**src/rtl/mips_pkg.sv**
```systemverilog
// Shared definitions for the instruction-memory loader: word geometry and
// the loader FSM state encoding.
package mips_pkg;

  localparam int WORD_W         = 32;
  localparam int BYTES_PER_WORD = 4;

  typedef enum logic [2:0] {
    IDLE,
    LEN,
    DATA,
    CHK,
    DONE,
    ERR
  } loader_state_t;

endpackage

```
**src/rtl/byte_packer.sv**
```systemverilog
// Byte-to-word packer: counts accepted bytes and shifts them in MSB first.
// word_done pulses combinationally on the byte that completes a word, and
// word then presents the fully assembled big-endian value for that same edge.
module byte_packer
  import mips_pkg::*;
(
  input  logic              clk,
  input  logic              reset,
  input  logic              clear,
  input  logic              accept,
  input  logic [7:0]        in_data,
  output logic [WORD_W-1:0] word,
  output logic              word_done
);

  localparam int CNT_W = $clog2(BYTES_PER_WORD);

  logic [CNT_W-1:0]  cnt;
  logic [WORD_W-9:0] shift;

  assign word      = {shift, in_data};
  assign word_done = accept && (cnt == CNT_W'(BYTES_PER_WORD - 1));

  // Byte counter (wraps naturally after the last byte) and shift register of earlier bytes.
  always_ff @(posedge clk or negedge reset) begin
    if (!reset) begin
      cnt   <= '0;
      shift <= '0;
    end else if (clear) begin
      cnt   <= '0;
      shift <= '0;
    end else if (accept) begin
      cnt   <= cnt + CNT_W'(1);
      shift <= word[WORD_W-9:0];
    end
  end

endmodule

```
**src/rtl/imem_loader.sv**
```systemverilog
// Instruction memory loader. Receives a byte stream (word count, then the
// program words, all big-endian), writes each word to consecutive word
// addresses from BASE_ADDR and holds the core in reset until a clean load.
// Optional trailing XOR checksum word: define IMEM_LOADER_CHECKSUM_EN.
module imem_loader
  import mips_pkg::*;
#(
  parameter logic [31:0] BASE_ADDR = 32'd0,
  parameter int          MAX_WORDS = 256
) (
  input  logic              clk,
  input  logic              reset,
  input  logic              start,
  input  logic [7:0]        in_data,
  input  logic              in_valid,
  output logic              in_ready,
  output logic [31:0]       mem_addr,
  output logic [WORD_W-1:0] mem_wdata,
  output logic              mem_we,
  output logic              cpu_hold,
  output logic              done,
  output logic              error
);

  localparam int               IDX_W = $clog2(MAX_WORDS + 1);
  localparam logic [WORD_W-1:0] MAX_N = WORD_W'(MAX_WORDS);

`ifdef IMEM_LOADER_CHECKSUM_EN
  localparam loader_state_t END_STATE = CHK;
`else
  localparam loader_state_t END_STATE = DONE;
`endif

  loader_state_t     state;
  loader_state_t     next_state;
  logic              accept;
  logic              restart;
  logic              data_write;
  logic [WORD_W-1:0] word;
  logic              word_done;
  logic [IDX_W-1:0]  idx;
  logic [IDX_W-1:0]  idx_inc;
  logic [IDX_W-1:0]  n_words;
`ifdef IMEM_LOADER_CHECKSUM_EN
  logic [WORD_W-1:0] acc;
`endif

  assign in_ready = (state == LEN) || (state == DATA) || (state == CHK);
  assign cpu_hold = (state != DONE);
  assign done     = (state == DONE);
  assign error    = (state == ERR);
  assign accept   = in_valid && in_ready;
  assign idx_inc  = idx + IDX_W'(1);

  byte_packer u_packer (
    .clk       (clk),
    .reset     (reset),
    .clear     (restart),
    .accept    (accept),
    .in_data   (in_data),
    .word      (word),
    .word_done (word_done)
  );

  // State register.
  always_ff @(posedge clk or negedge reset) begin
    if (!reset) begin
      state <= IDLE;
    end else begin
      state <= next_state;
    end
  end

  // Next-state decode plus the restart and data-write strobes it implies.
  always_comb begin
    next_state = state;
    restart    = 1'b0;
    data_write = 1'b0;
    case (state)
      IDLE: begin
        if (start) begin
          next_state = LEN;
          restart    = 1'b1;
        end
      end
      LEN: begin
        if (word_done) begin
          if (word == '0) begin
            next_state = END_STATE;
          end else if (word > MAX_N) begin
            next_state = ERR;
          end else begin
            next_state = DATA;
          end
        end
      end
      DATA: begin
        if (word_done) begin
          data_write = 1'b1;
          if (idx_inc == n_words) begin
            next_state = END_STATE;
          end
        end
      end
`ifdef IMEM_LOADER_CHECKSUM_EN
      CHK: begin
        if (word_done) begin
          next_state = (word == acc) ? DONE : ERR;
        end
      end
`endif
      DONE, ERR: begin
        if (start) begin
          next_state = LEN;
          restart    = 1'b1;
        end
      end
      default: begin
        next_state = IDLE;
      end
    endcase
  end

  // Word index, captured length and the registered memory write port.
  always_ff @(posedge clk or negedge reset) begin
    if (!reset) begin
      idx       <= '0;
      n_words   <= '0;
      mem_addr  <= '0;
      mem_wdata <= '0;
      mem_we    <= 1'b0;
    end else begin
      mem_we <= data_write;
      if (restart) begin
        idx <= '0;
      end else if (data_write) begin
        idx <= idx_inc;
      end
      if ((state == LEN) && word_done) begin
        n_words <= word[IDX_W-1:0];
      end
      if (data_write) begin
        mem_addr  <= BASE_ADDR + 32'(idx);
        mem_wdata <= word;
      end
    end
  end

`ifdef IMEM_LOADER_CHECKSUM_EN
  // Running XOR of every data word, compared against the trailing word.
  always_ff @(posedge clk or negedge reset) begin
    if (!reset) begin
      acc <= '0;
    end else if (restart) begin
      acc <= '0;
    end else if (data_write) begin
      acc <= acc ^ word;
    end
  end
`endif

endmodule

```
**config.mk**
```make
export PLATFORM = sky130hd
export DESIGN_NAME = imem_loader
export DESIGN_NICKNAME = d
export VERILOG_FILES = /design/src/rtl/mips_pkg.sv /design/src/rtl/byte_packer.sv /design/src/rtl/imem_loader.sv
export SDC_FILE = /design/constraint.sdc
export NUM_CORES = 1
export LEC_CHECK = 0
export CORE_MARGIN = 5
export CORE_UTILIZATION = 30
export CTS_BUF_LIST = sky130_fd_sc_hd__clkbuf_4 sky130_fd_sc_hd__clkbuf_8
export DETAILED_ROUTE_END_ITERATION = 8
export GPL_ROUTABILITY_DRIVEN = 0
export HOLD_SLACK_MARGIN = 0.06
export PLACE_DENSITY = 0.61
export SLEW_MARGIN = 25
export SYNTH_ARGS = -nofsm -noshare
export SYNTH_HDL_FRONTEND = slang
export SYNTH_SLANG_ARGS = --single-unit
```
**constraint.sdc**
```tcl
create_clock -name clk -period 1.7 [get_ports clk]
set_input_delay 0.34 -clock clk [delete_from_list [all_inputs] [get_ports clk]]
set_output_delay 0.34 -clock clk [all_outputs]
set_load 0.1 [all_outputs]
```
==> flow_metrics.tcl <==
set metrics [dict create \
    die-area_sq_um 15900 \
    crit_arrival_ns 2.11 \
    die_w_um 126 \
    netlist_area_sq_um 4040 \
    criticalPathCategory "input port to register" \
    grt_pass1_vias 3262 \
    fin_crit_ns 1.85 \
    fin_area_sq_um 6090 \
    regArea_sq_um 2230 \
    first_pass_iters 4 \
    synth.most_common_cell "nand2_1" \
    leakage_nw 2.93 \
    max_freq_ghz 0.540 \
    r2r-end "state[2]" \
    pwr-share-seq 0.420 \
    rr_worst_depth 9 \
    setup_slack_ns -0.151 \
    hpwl_um 7810 \
    routedWlPerCell_um 14.4 \
    drc 0 \
    ir_worst_vdd_mv 0.493 \
    grt_pass1_wl_um 17100 \
    nets 546 \
    async_reset_ff_frac 1.00 \
    yosys.area.top_type "dfrtp_1" \
    clock_skew_ns 0.0138 \
    dpl_worst_slack_ns -0.601 \
    vias 3329 \
    crit_path_start "in_data[3]" \
    yosysSeqAreaShare 0.552 \
    slowest_stage "or4_1" \
    num_rows 42 \
    synth_edf_count 0 \
    finalHoldViolCount 0 \
    ys.warnings.count 0 \
    rsz0062_at_grt "yes" \
    critical_path.top_delay_family "simple AND/OR/NAND/NOR gates" \
    setup_violations 6 \
    drt_iter0_markers 157 \
    clkPwrFrac 0.243 \
    antenna_found_initial 0 \
    yosys_most_used_dff "dfrtp_1" \
    syn_inst 412 \
    cp_max_fo 2 \
    grt.total_usage 0.134 \
    numCtsBuffers 9 \
    r2r_setup_slack_ns -0.14 \
    switchingPower_mw 2.28 \
    power_frac_comb 0.337 \
    slew_viol_final 0 \
    pin_count 81 \
    end_kind "register" \
    fillers 1252 \
    clkLatencyLatePin_ns 0.37 \
    swShare 0.338 \
    antenna_left 0 \
    cts_max_level 3 \
    start_util 0.305 \
    startpoint_type "input port" \
    power_density_nw_per_um2 1110 \
    clk_path_buf_depth 2 \
    crit_buf_inv 1 \
    cts.clk_slew.worst_paths_ns 0.09 \
    r2r-start "idx[0]" \
    report.power.total_mw 6.76 \
    viasPerCell 4.67 \
    core_sq_um 13200 \
    grt_max_degree 36 \
    fin_tns_setup_ns -0.409 \
    placed_cell_area_sq_um 5730 \
    synth_seq_cells 89 \
    die_y_um 126 \
    root_buffer "clkbuf_8" \
    wirelength_um 10300 \
    yosys-top-cells-count "nand2_1 (131), dfrtp_1 (89), a22o_1 (25)" \
    antennaDiodeCount 0 \
    grt_overflow 0 \
    synthTopCellsByArea "dfrtp_1 (55%), nand2_1 (12%), a22o_1 (5.4%), buf_4 (4.3%), mux2_2 (2.8%)" \
    cap_violations 0 \
    post_synth_num_cell_types 43 \
    cts_tree "built" \
    io_buffer_count 57 \
    syn2layout_area_growth_pct 50.9 \
    multi_input_area_sq_um 1750 \
    post-route-period-util 1.09 \
    hp-class "input port to async pin" \
    worstPathRequired_ns 1.96 \
    layout-drive-gt1-share 0.326 \
    path_cells "clkdlybuf4s50_1, or4_1, o21ai_2, nand4b_1, a32oi_1, nor2_1, a31o_1" \
    internal_power_mw 4.48 \
    avgSynthCellArea_sq_um 9.80 \
    status "complete, but fails checks" \
    synth_top_area_share 0.552 \
    clock-sinks 89 \
    violations "setup timing" \
    crit_path_max_incr_delay_ns 0.57 \
]
==> per-layer routing <==
metal	wire, um	vias up	track usage
met4	198	0	0.0511
met2	4500	85	0.187
met1	5100	1635	0.198
met5	0	-	0
met3	464	14	0.0351
li1	-	1595	-
==> state kept, by name (all words and copies together) (netlist names) <==
signal,count
n_words,9
mem_wdata,32
mem_addr,9
idx,9
state,3
mem_we,1
u_packer.shift,24
u_packer.cnt,2
==> what timing repair did <==
action                                 CTS  global route
setup endpoints to repair                6            79
hold buffers                             1             0
resized for setup                       12            15
setup buffers                            1             0
pin swaps                                4             5
endpoints found under the hold margin   31             0
==> power groups by stage <==
stage / combinational [mW] / clock, mW / sequential, mW
floorplan: 1.25 / 0 / 2.89
global placement: 2.15 / 0 / 2.84
detailed placement: 2.20 / 0 / 2.86
CTS: 2.24 / 1.69 / 2.82
global route: 2.46 / 1.78 / 2.89
finish: 2.28 / 1.64 / 2.84
==> worst max-delay path by stage <==
stage / to / cells after the start
5_1_grt: state[2] / 7
2_1_floorplan: state[2] / 6
6_report: state[2] / 7
4_1_cts: state[2] / 6
3_5_place_dp: state[2] / 7
3_3_place_gp: state[2] / 7
==> kinds of logic (layout without fill, tap and decap cells) <==
kind of cell | after synthesis | in the layout | share of synthesized area
and+or+nand+nor | 188 | 188 | 0.209
DFF | 89 | 89 | 0.552
AOI/OAI and AO/OA | 60 | 60 | 0.107
buffers and inverters | 49 | 152 | 0.0691
xor gates and xnor gates | 12 | 12 | 0.0260
muxes | 10 | 10 | 0.0279
adders and majority gates | 3 | 3 | 0.00868
other | 1 | 23 | 0.000929
==> worst reg2reg max path: stages, from the launching register on <==
cell and delay, ns:
dfrtp_1 0.44, ha_4 0.22, buf_4 0.13, buf_4 0.13, nand3_1 0.10, nor2_1 0.05
a21oi_1 0.17, o21ai_1 0.11, o311a_1 0.16, a31o_1 0.22
==> placed cells by master, fill, tap and decap left out, drive strengths merged, types with 5 or more instances in the layout <==
cell | synthesis | final
buf | 30 | 121
clkdlybuf4s50 | 0 | 9
o21ai | 14 | 14
nand3 | 5 | 5
conb | 1 | 23
a21oi | 9 | 9
mux2 | 10 | 10
inv | 4 | 6
xnor2 | 10 | 10
nor2b | 5 | 5
nand2 | 131 | 131
dfrtp | 89 | 89
clkbuf | 15 | 10
nor2 | 15 | 15
a22o | 25 | 25
==> layout make-up <==
type,count,share of cell area
inverters,4,0.00308
multi-input cells,296,0.287
flip-flops and latches,89,0.366
repair buffers,132,0.271
clock buffers,10,0.0216
clock inverters,6,0.0158
well taps,176,0.0362
==> per-stage QoR <==
step	hold slack [ns]	util	cells
global placement	0.312	0.433	695
CTS	0.440	0.456	713
global route	0.465	0.460	713
detailed placement	0.316	0.433	695
floorplan	0.0444	-	434
finish	0.447	0.460	713
No activity file was read; power rests on OpenSTA's default activity.
